$ cat src/rtl/issue_credit_ctrl.sv
// issue_credit_ctrl: credit-gated issue between fetcher and dispatcher tracking ROB/RS/LSB free entries.
// Optional perf_issued/perf_stall counters are enabled by defining ISSUE_PERF_CNT_EN.
module issue_credit_ctrl #(
    parameter int ROB_SIZE     = 16,
    parameter int RS_SIZE      = 16,
    parameter int LSB_SIZE     = 16,
    parameter int CNT_W        = 5,
    parameter int FLUSH_CYCLES = 2
) (
    input  logic             clk,
    input  logic             rst,
    input  logic             rdy,
    input  logic             rollback,
    input  logic [CNT_W-1:0] lsb_keep,
    input  logic             if_valid,
    input  logic [6:0]       if_opcode,
    input  logic             rob_release,
    input  logic             rs_release,
    input  logic             lsb_release,
    output logic             issue_grant,
    output logic             issue_to_lsb,
    output logic [1:0]       stall_reason,
    output logic [1:0]       ctrl_state
`ifdef ISSUE_PERF_CNT_EN
    ,
    output logic [31:0]      perf_issued,
    output logic [31:0]      perf_stall
`endif
);
    localparam logic [1:0] RUN   = 2'd0;
    localparam logic [1:0] STALL = 2'd1;
    localparam logic [1:0] FLUSH = 2'd2;
    localparam logic [CNT_W:0] ROB_LIM = (CNT_W+1)'(ROB_SIZE);
    localparam logic [CNT_W:0] RS_LIM  = (CNT_W+1)'(RS_SIZE);
    localparam logic [CNT_W:0] LSB_LIM = (CNT_W+1)'(LSB_SIZE);
    localparam logic [2:0] FL_INIT = 3'(FLUSH_CYCLES - 1);

    logic [CNT_W-1:0] rob_free, rs_free, lsb_free, lsb_reload;
    logic [2:0] flush_cnt;
    logic [1:0] reason;
    logic is_ls;

    // Releases above the structure size saturate so a spurious release cannot mint credit.
    function automatic logic [CNT_W-1:0] upd(input logic [CNT_W-1:0] f, input logic r, input logic t,
                                            input logic [CNT_W:0] lim);
        logic [CNT_W:0] s;
        s = {1'b0, f} + {{CNT_W{1'b0}}, r} - {{CNT_W{1'b0}}, t};
        return s > lim ? lim[CNT_W-1:0] : s[CNT_W-1:0];
    endfunction

    always_comb begin
        is_ls = if_opcode == 7'b0000011 || if_opcode == 7'b0100011;
        issue_grant = rdy & ~rst & ~rollback & (ctrl_state != FLUSH) & if_valid & (rob_free != '0)
                      & (is_ls ? lsb_free != '0 : rs_free != '0);
        issue_to_lsb = issue_grant & is_ls;
        reason = rob_free == '0 ? 2'd1 : is_ls ? (lsb_free == '0 ? 2'd3 : 2'd0) : (rs_free == '0 ? 2'd2 : 2'd0);
        lsb_reload = {1'b0, lsb_keep} > LSB_LIM ? '0 : CNT_W'(LSB_LIM - {1'b0, lsb_keep});
    end

    always_ff @(posedge clk) begin
        if (rst) begin
            rob_free     <= ROB_LIM[CNT_W-1:0];
            rs_free      <= RS_LIM[CNT_W-1:0];
            lsb_free     <= LSB_LIM[CNT_W-1:0];
            ctrl_state   <= RUN;
            stall_reason <= 2'd0;
            flush_cnt    <= 3'd0;
        end else if (rdy) begin
            if (rollback) begin
                rob_free     <= ROB_LIM[CNT_W-1:0];
                rs_free      <= RS_LIM[CNT_W-1:0];
                lsb_free     <= lsb_reload;
                ctrl_state   <= FLUSH;
                stall_reason <= 2'd0;
                flush_cnt    <= FL_INIT;
            end else begin
                rob_free     <= upd(rob_free, rob_release, issue_grant, ROB_LIM);
                rs_free      <= upd(rs_free, rs_release, issue_grant & ~is_ls, RS_LIM);
                lsb_free     <= upd(lsb_free, lsb_release, issue_to_lsb, LSB_LIM);
                stall_reason <= (ctrl_state != FLUSH && if_valid && !issue_grant) ? reason : 2'd0;
                if (ctrl_state == FLUSH) begin
                    flush_cnt  <= flush_cnt == 3'd0 ? 3'd0 : flush_cnt - 3'd1;
                    ctrl_state <= flush_cnt == 3'd0 ? RUN : FLUSH;
                end else begin
                    ctrl_state <= (if_valid & ~issue_grant) ? STALL : RUN;
                end
            end
        end
    end

`ifdef ISSUE_PERF_CNT_EN
    always_ff @(posedge clk) begin
        if (rst) begin
            perf_issued <= 32'd0;
            perf_stall  <= 32'd0;
        end else if (rdy) begin
            perf_issued <= perf_issued + {31'd0, issue_grant};
            perf_stall  <= perf_stall + {31'd0, ctrl_state == STALL};
        end
    end
`endif
endmodule

$ cat config.mk
export PLATFORM = sky130hd
export DESIGN_NAME = issue_credit_ctrl
export DESIGN_NICKNAME = d
export VERILOG_FILES = /design/src/rtl/issue_credit_ctrl.sv
export SDC_FILE = /design/constraint.sdc
export NUM_CORES = 1
export LEC_CHECK = 0
export CORE_MARGIN = 2
export CORE_UTILIZATION = 45
export DETAILED_ROUTE_END_ITERATION = 16
export PLACE_DENSITY = 0.69
export SETUP_SLACK_MARGIN = 0.4
export SLEW_MARGIN = 20
export SYNTH_ARGS = -nofsm -noshare
export SYNTH_HDL_FRONTEND = slang
export SYNTH_SLANG_ARGS = --single-unit
$ cat constraint.sdc
create_clock -name clk -period 6.85 [get_ports clk]
set_input_delay 0.685 -clock clk [delete_from_list [all_inputs] [get_ports clk]]
set_output_delay 0.685 -clock clk [all_outputs]
set_load 0.005 [all_outputs]
Yosys cells after proc, flatten, opt, wreduce, memory -nomap -nowiden --
Cells that the tools add are included. W data, S select, Z words.
Word-level totals: flip-flop bits (word level) 22, word-level logic and storage cells 69
Operators by class: add/subtract/negate cells 8, $lt $le $gt $ge 4, equal/unequal tests 4, muxes and demuxes 21, bitwise gates (word level) 13, reductions and logical operators 13
Operators with widths (number):
- $mux W5 | 7
- $add A5 B1 Y6 | 3
- $gt A6 B5 Y1 const B | 3
- $mux W2 | 9
- $sub A6 B1 Y6 | 3
- $logic_not A5 Y1 | 3
- $reduce_bool A5 Y1 | 3
- $and A1 B1 Y1 | 9
- $mux W3 | 3
- $eq A7 B2 Y1 const B | 1
- $eq A7 B6 Y1 const B | 1
- $gt A5 B5 Y1 const B | 1
- $sub A5 B5 Y5 const A | 1
- $not A1 Y1 | 4
- $logic_not A3 Y1 | 1
- $sub A3 B1 Y3 const B | 1
- $eq A2 B2 Y1 const B | 1
- $logic_and A1 B1 Y1 | 2
- $mux W1 | 2
- $ne A2 B2 Y1 const B | 1
- $reduce_and A2 Y1 | 1
- $reduce_bool A2 Y1 | 1
- $logic_not A1 Y1 | 1
- $logic_or A1 B1 Y1 | 1

Logic depth before layout (Yosys ltp) --
Gate-level depths: netlist of the first run.
depth after elaboration 12, gate-level depth with buffers 16, mapped depth without buffers 16

Least setup slack after synthesis of the first run --
OpenSTA, ideal clock, no wires.
path kind in2reg, from in if_opcode[4], to reg lsb_free[0], arrival 3.181 ns, slack 3.528 ns, stages on the path 14, buffers on the path 0, cell sequence and4bb_1 a21o_1 nand3_1 inv_2 and3_1 ha_1 inv_1 ha_1 fa_1 and3b_1 a221oi_1 nor4b_2 o21ai_1 a311oi_1
Between the ends: longest elaborated chain between the ends 9, elaborated cells between the ends (all ways) 10, classes of those cells add/sub: 1; order compare: 1; eq/ne: 2; mux: 3; bitwise: 2; reduce/logical: 1
Ends and longest elaborated chain:
- start: declaration | RTL line 16 | input logic [6:0] if_opcode,
- $eq A7 B2 Y1 / $eq A7 B6 Y1 (equally long branches) | RTL line 52 | is_ls = if_opcode == 7'b0000011 || if_opcode == 7'b0100011;
- $logic_or A1 B1 Y1 (*) | RTL line 52
- $mux W1 (*) | RTL line 54 | & (is_ls ? lsb_free != '0 : rs_free != '0);
- $and A1 B1 Y1 (*) | RTL line 54
- net issue_grant | RTL line 20 | output logic issue_grant,
- $and A1 B1 Y1 (*) | RTL line 55 | issue_to_lsb = issue_grant & is_ls;
- net issue_to_lsb | RTL line 21 | output logic issue_to_lsb,
- $sub A6 B1 Y6 (*) | RTL line 47 | s = {1'b0, f} + {{CNT_W{1'b0}}, r} - {{CNT_W{1'b0}}, t};
- $gt A6 B5 Y1 | RTL line 48 | return s > lim ? lim[CNT_W-1:0] : s[CNT_W-1:0];
- $mux W5 (*) | RTL line 48
- $mux W5 (*) | RTL line 69 | if (rollback) begin
- end signal: assignment | RTL line 64 | lsb_free <= LSB_LIM[CNT_W-1:0];
- end signal: assignment | RTL line 72 | lsb_free <= lsb_reload;
- end signal: assignment | RTL line 79 | lsb_free <= upd(lsb_free, lsb_release, issue_to_lsb, LSB_LIM);
- end: declaration | RTL line 38 | logic [CNT_W-1:0] rob_free, rs_free, lsb_free, lsb_reload;
Mark *: on every way through the listed nets, which the timed path passes. The rest lies on a longest branch. A chain may end at the register's enable or synchronous reset.

Worst setup path after layout of the first run --
from in rdy, to reg rs_free[2]
Between the ends: longest elaborated chain between the ends 11
Ends and longest elaborated chain:
- start: declaration | RTL line 12 | input logic rdy,
- $and A1 B1 Y1 (5 in series) | RTL line 53 | issue_grant = rdy & ~rst & ~rollback & (ctrl_state != FLUSH) & if_valid & (rob_free != '0)
- $and A1 B1 Y1 | RTL line 54
- $and A1 B1 Y1 | RTL line 78 | rs_free <= upd(rs_free, rs_release, issue_grant & ~is_ls, RS_LIM);
- $sub A6 B1 Y6 | RTL line 47
- $gt A6 B5 Y1 | RTL line 48
- $mux W5 | RTL line 48
- $mux W5 | RTL line 69
- end signal: assignment | RTL line 63 | rs_free <= RS_LIM[CNT_W-1:0];
- end signal: assignment | RTL line 71 | rs_free <= RS_LIM[CNT_W-1:0];
- end signal: assignment | RTL line 78
- end: declaration | RTL line 38
Several ways; a longest one is shown, not always the timed one.

==> reports/metrics.cfg, run 1 <==
[outcome]
status=finished clean

[sta]
max-slew-margin-rel_pct=46.9
rsz0062_at_grt=no
max_freq_mhz=228
tns_ns=0
fin_crit_sh_pct=64.1
final_max_slew_viol_count=0
holdWs_ns=0.465
fin_skew_ns=0.00836
hold_violations=0
finalWorstPathRequiredPeriod_ns=4.39
setup_violations=0
worstMarginPinSlew_ns=0.794

[global_route]
grt_max_degree=26
antenna_found_initial=0
grt_pass1_vias=1498
grt_usage_pct=18.2
grt.overflow.total=0
grt_pass1_wl_um=6530

[floorplan]
dieArea_um2=4670
core-area_um2=4000
pin_count=26
die_height_um=68.3
num_rows=23
fp.dieW_um=68.3
initial_core_util_pct=46.5

[placed_design]
dp_cells=288
dp_hpwl_um=2990
portBuffers=24
gp_congestion=0.802
placed_cell_area_um2=2150

[pwr]
p_leak_nw=0.883
p_switching_mw=0.0878
clock_power_share_pct=30.5
p_int_mw=0.222
ir_worst_vdd_mv=0.0695
power_density_nw_per_um2=141
swShare_pct=28.3
pwr-share-seq_pct=44.0
power_frac_comb_pct=25.5

[yosys]
synthArstFlopShare_pct=0
ys.flop_type=dfxtp_1
synthCells=219
ys.warnings.count=0
synth_edf_count=0
synth-seq-cells=22
syn_nets=266
synth_area_um2=1860
synth_cell_types=48
ys_seq_area_share_pct=23.7
syn_avg_cell_area_um2=8.50

[critical_path]
reg2reg_from=rs_free[3]
worstPathRequired_ns=7.06
cp_common_cell=ha_1
worst_r2r_path_depth=14
cp.depth=13
cp_slowest_stage_delay_ns=0.98
crit_path_start_kind=input pin
critPathMaxFanout=25
endpoint_kind=flop
critical-path-top-delay-family=compound AO/OA/AOI/OAI gates
worstSetupPathType=input pin to flop
r2r_slack_ns=3.13
cp_num_buf_inv=2
r2r_end=rs_free[2]
startpoint=rdy
cp.arrival_ns=4.60
critPathSlowestCell=clkdlybuf4s50_1
crit_path_cell_trace=clkdlybuf4s50_1 -> nand3b_1 -> nor4_1 -> nand3_1 -> a21oi_1 -> ha_1 -> inv_1 -> ha_1 -> fa_1 -> xnor2_1 -> o2111ai_1 -> a311oi_1 -> a22o_1
cp-endpoint=rs_free[2]

[cells_and_area]
final_cells=292
layout-drive-gt1-share_pct=4.96
n_fill_cell=388
multi_input_area_um2=1290
areaGrowthSynthToFinish_pct=18.2
nNetsFinal=290
design_area_um2=2200
antennaDiodeCount=0
regArea_um2=440

[clock_network]
cts_hold_buf=0
cts_tree=done
cts.clk_slew.worst_paths_ns=0.09
htree_num_levels=1
postCtsSetupBuffers=0
root_buffer=clkbuf_8
clock-sinks=22
cts_inserted_buffers=3
clk_path_buf_depth=2
insertion_delay_ns=0.26
post_cts_resized=0

[routing]
dr.pass1.iters=4
wl_per_cell_um=13.0
num_vias=1618
drt_wl_total_um=3800
routed_via_density=5.54
ant_nets=0
route.detailed.drc=0
drtIter0Drc=83

[flow_run]
drv_cap=0

[min_path]
hold_path_class=flop to flop

kinds of logic after synthesis:
logic type                 count (synthesis)  share of synthesized area (%)
xor gates and xnor gates                  11                           5.18
AOI/OAI and AO/OA                         59                           24.5
and+or+nand+nor                           65                           20.2
DFF                                       22                           23.7
buffers and inverters                     35                           7.06
adders and majority gates                 27                           19.4
synth_stat cells (all sizes together) (2+ instances only):
master | instances | share of area, %
clkbuf | 5 | 1.0
xnor2 | 8 | 3.8
fa | 3 | 3.2
xor2 | 3 | 1.4
a311oi | 7 | 3.3
o21bai | 2 | 0.81
nand4b | 3 | 1.4
nand3 | 6 | 1.6
dfxtp | 22 | 24
nor4b | 3 | 1.7
nor2b | 5 | 1.7
a211oi | 3 | 1.7
nor4 | 2 | 0.67
o32ai | 2 | 0.94
nand2b | 7 | 2.4
nor2 | 20 | 4.0
o2111ai | 2 | 0.94
inv | 30 | 6.0
nand2 | 3 | 0.60
o21ai | 9 | 2.4
o31a | 2 | 0.94
nor3b | 4 | 1.6
ha | 24 | 16
a21o | 2 | 0.81
and3 | 3 | 1.0
a22o | 8 | 3.8
a21oi | 11 | 3.2
nor3 | 4 | 1.1
a311o | 2 | 1.1
worst min-delay path, cell delays in order (launching register included):
cell and delay [ns]:
dfxtp_1 0.32, nand2_1 0.05, a21oi_1 0.05
layer usage:
layer / part of all wire (%) / vias up / track usage, %
met1: 52 / 736 / 25.2
met5: 0 / - / 0
met4: 0.71 / 0 / 6.25
li1: - / 847 / -
met3: 3.8 / 2 / 2.47
met2: 43 / 33 / 29.0
power groups by stage:
stage / Combinational, mW / Sequential (mW) / Clock, mW
floorplan: 0.0548 / 0.138 / 0
global placement: 0.0778 / 0.139 / 0
detailed placement: 0.0788 / 0.139 / 0
CTS: 0.0794 / 0.136 / 0.0966
global route: 0.0898 / 0.137 / 0.103
finish: 0.0791 / 0.136 / 0.0946
layout make-up:
class / count / area share, %
flip-flops and latches: 22 / 20.0
clock buffers: 4 / 2.50
multi-input cells: 162 / 58.6
well taps: 50 / 2.84
inverters: 30 / 5.12
repair buffers: 24 / 10.9
sequential cells by signal, indices dropped and copies added (netlist names):
signal and cells:
stall_reason 2, lsb_free 5, ctrl_state 2, rob_free 5, rs_free 5, flush_cnt 3
worst min-delay path by stage:
stage	from	to	slack (ns)	cells past startpoint
5_1_grt	flush_cnt[1]	flush_cnt[1]	0.49	2
6_report	flush_cnt[1]	flush_cnt[1]	0.46	2
4_1_cts	flush_cnt[1]	flush_cnt[1]	0.47	2
3_3_place_gp	flush_cnt[1]	flush_cnt[1]	0.45	2
3_5_place_dp	flush_cnt[1]	flush_cnt[1]	0.46	2
2_1_floorplan	flush_cnt[1]	flush_cnt[1]	0.43	2
through the flow:
stage / utilization [%] / total power [mW] / worst slack, ns
finish: 55.0 / 0.310 / 2.46
global route: 55.0 / 0.330 / 2.08
floorplan: - / 0.193 / 3.53
detailed placement: 53.6 / 0.218 / 2.25
CTS: 55.0 / 0.312 / 2.49
global placement: 53.6 / 0.217 / 2.25
layout by cell type, fill, tap and decap left out, types with 3 or more instances in the layout:
master | Yosys | final
fa_1 | 3 | 3
nand2_1 | 3 | 3
nand2b_1 | 7 | 7
a311oi_1 | 7 | 7
inv_1 | 29 | 29
a21oi_1 | 10 | 10
o21ai_0 | 4 | 4
nor3_1 | 4 | 4
xor2_1 | 3 | 3
nand3_1 | 6 | 6
dfxtp_1 | 22 | 22
nor2b_1 | 5 | 5
nor2_1 | 20 | 20
nand4b_1 | 3 | 3
ha_1 | 24 | 24
clkbuf_8 | 0 | 4
a22o_1 | 8 | 8
nor3b_1 | 4 | 4
clkdlybuf4s50_1 | 0 | 24
o21ai_1 | 5 | 5
xnor2_1 | 8 | 8
and3_1 | 3 | 3
No activity file was read; power rests on OpenSTA's default activity.
==> run 2, diff against run 1 <==
- PLACE_DENSITY: 0.69 -> 0.71
- clock period: 6.85 -> 3.9 ns (I/O delays scaled with it)
==> reports/metrics.cfg, run 2 (synthesized netlist as in run 1, its figures left out) <==
[global_route]
grt.overflow.total=0  ; unchanged
antenna_found_initial=0  ; unchanged
grt_max_degree=25  ; was 26
grt_pass1_vias=1599  ; was 1,498
grt_pass1_wl_um=7070  ; was 6530 um
grt_usage_pct=19.7  ; was 18.2%

[placed_design]
dp_hpwl_um=3210  ; was 2990 um
placed_cell_area_um2=2180  ; was 2150 um^2
dp_cells=293  ; was 288
gp_congestion=0.890  ; was 0.802
portBuffers=24  ; unchanged

[sta]
tns_ns=0  ; unchanged
fin_crit_sh_pct=86.8
fin_skew_ns=0.0144  ; was 0.00836 ns
setup_violations=0  ; unchanged
finalWorstPathRequiredPeriod_ns=3.38
final_max_slew_viol_count=0  ; unchanged
hold_violations=0  ; unchanged
worstMarginPinSlew_ns=0.661  ; was 0.794 ns
rsz0062_at_grt=yes  ; was no
max-slew-margin-rel_pct=55.6  ; was 46.9%
max_freq_mhz=295

[cells_and_area]
final_cells=305  ; was 292
layout-drive-gt1-share_pct=20.4  ; was 4.96%
utilization_pct=61.8  ; was 55.0%
antennaDiodeCount=0  ; unchanged
design_area_um2=2470  ; was 2200 um^2
final_common_cell=inv_1  ; unchanged
mostFrequentLayoutCells=26 x inv_1, 24 x clkdlybuf4s50_1, 21 x ha_1, 20 x nor2_1, 20 x dfxtp_1  ; was 29 x inv_1, 24 x ha_1, 24 x clkdlybuf4s50_1, 22 x dfxtp_1, 20 x nor2_1
nNetsFinal=303  ; was 290
reg_top3=lsb_free (5), rob_free (5), rs_free (5)  ; unchanged
areaGrowthSynthToFinish_pct=32.9  ; was 18.2%

[critical_path]
critical-path-top-delay-family=simple AND/OR/NAND/NOR gates  ; was compound AO/OA/AOI/OAI gates
worstSetupPathType=flop to flop  ; was input pin to flop
cp.arrival_ns=3.51  ; was 4.60 ns
crit_path_cell_trace=inv_2 -> ha_4 -> or4b_4 -> a21o_1 -> nand3_2 -> inv_2 -> and3_4 -> ha_4 -> inv_2 -> ha_4 -> fa_2 -> and3b_2 -> a221oi_4 -> nor4b_2 -> buf_4 -> o21ai_2 -> a311oi_2  ; was clkdlybuf4s50_1 -> nand3b_1 -> nor4_1 -> nand3_1 -> a21oi_1 -> ha_1 -> inv_1 -> ha_1 -> fa_1 -> xnor2_1 -> o2111ai_1 -> a311oi_1 -> a22o_1
worstPathRequired_ns=4.03  ; was 7.06 ns
endpoint_kind=flop  ; unchanged
crit_path_start_kind=flop  ; was input pin
cp_slowest_stage_delay_ns=0.45  ; was 0.98 ns
cp_num_buf_inv=4  ; was 2
critPathMaxFanout=5  ; was 25
critPathSlowestCell=or4b_4  ; was clkdlybuf4s50_1

[routing]
ant_nets=0  ; unchanged
route.detailed.drc=0  ; unchanged
routed_via_density=5.72  ; was 5.54
drtIter0Drc=98  ; was 83
drt_wl_total_um=4420  ; was 3800 um
wl_per_cell_um=14.5  ; was 13.0 um
num_vias=1744  ; was 1,618
dr.pass1.iters=4  ; unchanged

[clock_network]
clk_path_buf_depth=2  ; unchanged
cts_hold_buf=0  ; unchanged
root_buffer=clkbuf_8  ; unchanged
cts.clk_slew.worst_paths_ns=0.09  ; about the same
clock-sinks=22  ; unchanged
htree_num_levels=1  ; unchanged
insertion_delay_ns=0.27  ; was 0.26 ns
cts_inserted_buffers=3  ; unchanged
cts_tree=done  ; unchanged

[outcome]
status=finished clean  ; unchanged

[pwr]
power_density_nw_per_um2=254  ; was 141 nW/um^2
p_leak_nw=0.976  ; was 0.883 nW
ir_worst_vdd_mv=0.121  ; was 0.0695 mV
fin_total_pwr_mw=0.628  ; was 0.310 mW

[flow_run]
drv_cap=0  ; unchanged

[floorplan]
core-area_um2=4000  ; unchanged
num_rows=23  ; unchanged
initial_core_util_pct=46.5  ; unchanged
pin_count=26  ; unchanged
dieArea_um2=4670  ; unchanged
fp.dieW_um=68.3  ; unchanged
die_height_um=68.3  ; unchanged

[min_path]
hold_path_class=flop to flop  ; unchanged

run 2: layout make-up:
type                            instances  area [um^2]
Tap cell                               50         62.6
Fill cell                             343         1530
Sequential cell                        22          443
Multi-Input combinational cell        162         1450
Clock buffer                            3         41.3
Clock inverter                          1         30.0
Inverter                               30          113
Timing Repair Buffer                   37          338
run 2: what timing repair did:
action                     4_1_cts  5_1_grt
pin swaps                        5       12
gates cloned                     0        0
setup buffers                    5        3
setup endpoints to repair       11       13
gates resized for setup         11       20
run 2: path summary, 6_finish.rpt:
path                              startpoint      endpoint  slack (ns)  depth (start not counted)
worst max-delay path              rs_free[2]   lsb_free[2]        0.52                         17
worst min-delay path            flush_cnt[1]  flush_cnt[1]        0.47                          2
worst max register to register    rs_free[2]   lsb_free[2]        0.52                         17
worst min register to register  flush_cnt[1]  flush_cnt[1]        0.47                          2
run 2: power breakdown:
group	switching (mW)	internal, mW	total, mW
logic	0.0876	0.0846	0.172
registers	0.00931	0.232	0.242
clock network	0.0775	0.137	0.215
run 2: worst reg2reg max path: cells and delay by family, from the launching register on:
kind,cells,cell delay (ns)
compound gates,4,0.66
fa+ha+maj,4,0.86
buf+inv,4,0.34
flops,1,0.34
simple gates,5,1.05
run 2: routing by layer:
metal | track usage (%) | share of wire (%) | vias to the layer above
met5 | 0 | 0 | -
li1 | - | - | 870
met1 | 28.2 | 49 | 818
met2 | 32.0 | 45 | 46
met4 | 3.75 | 2.0 | 0
met3 | 1.97 | 4.0 | 10
run 2: stage by stage:
stage	hold slack, ns	worst slack [ns]
3_5_place_dp	0.455	0.130
3_3_place_gp	0.452	0.156
2_1_floorplan	0.434	0.600
5_1_grt	0.491	0.371
4_1_cts	0.468	0.388
6_report	0.466	0.515
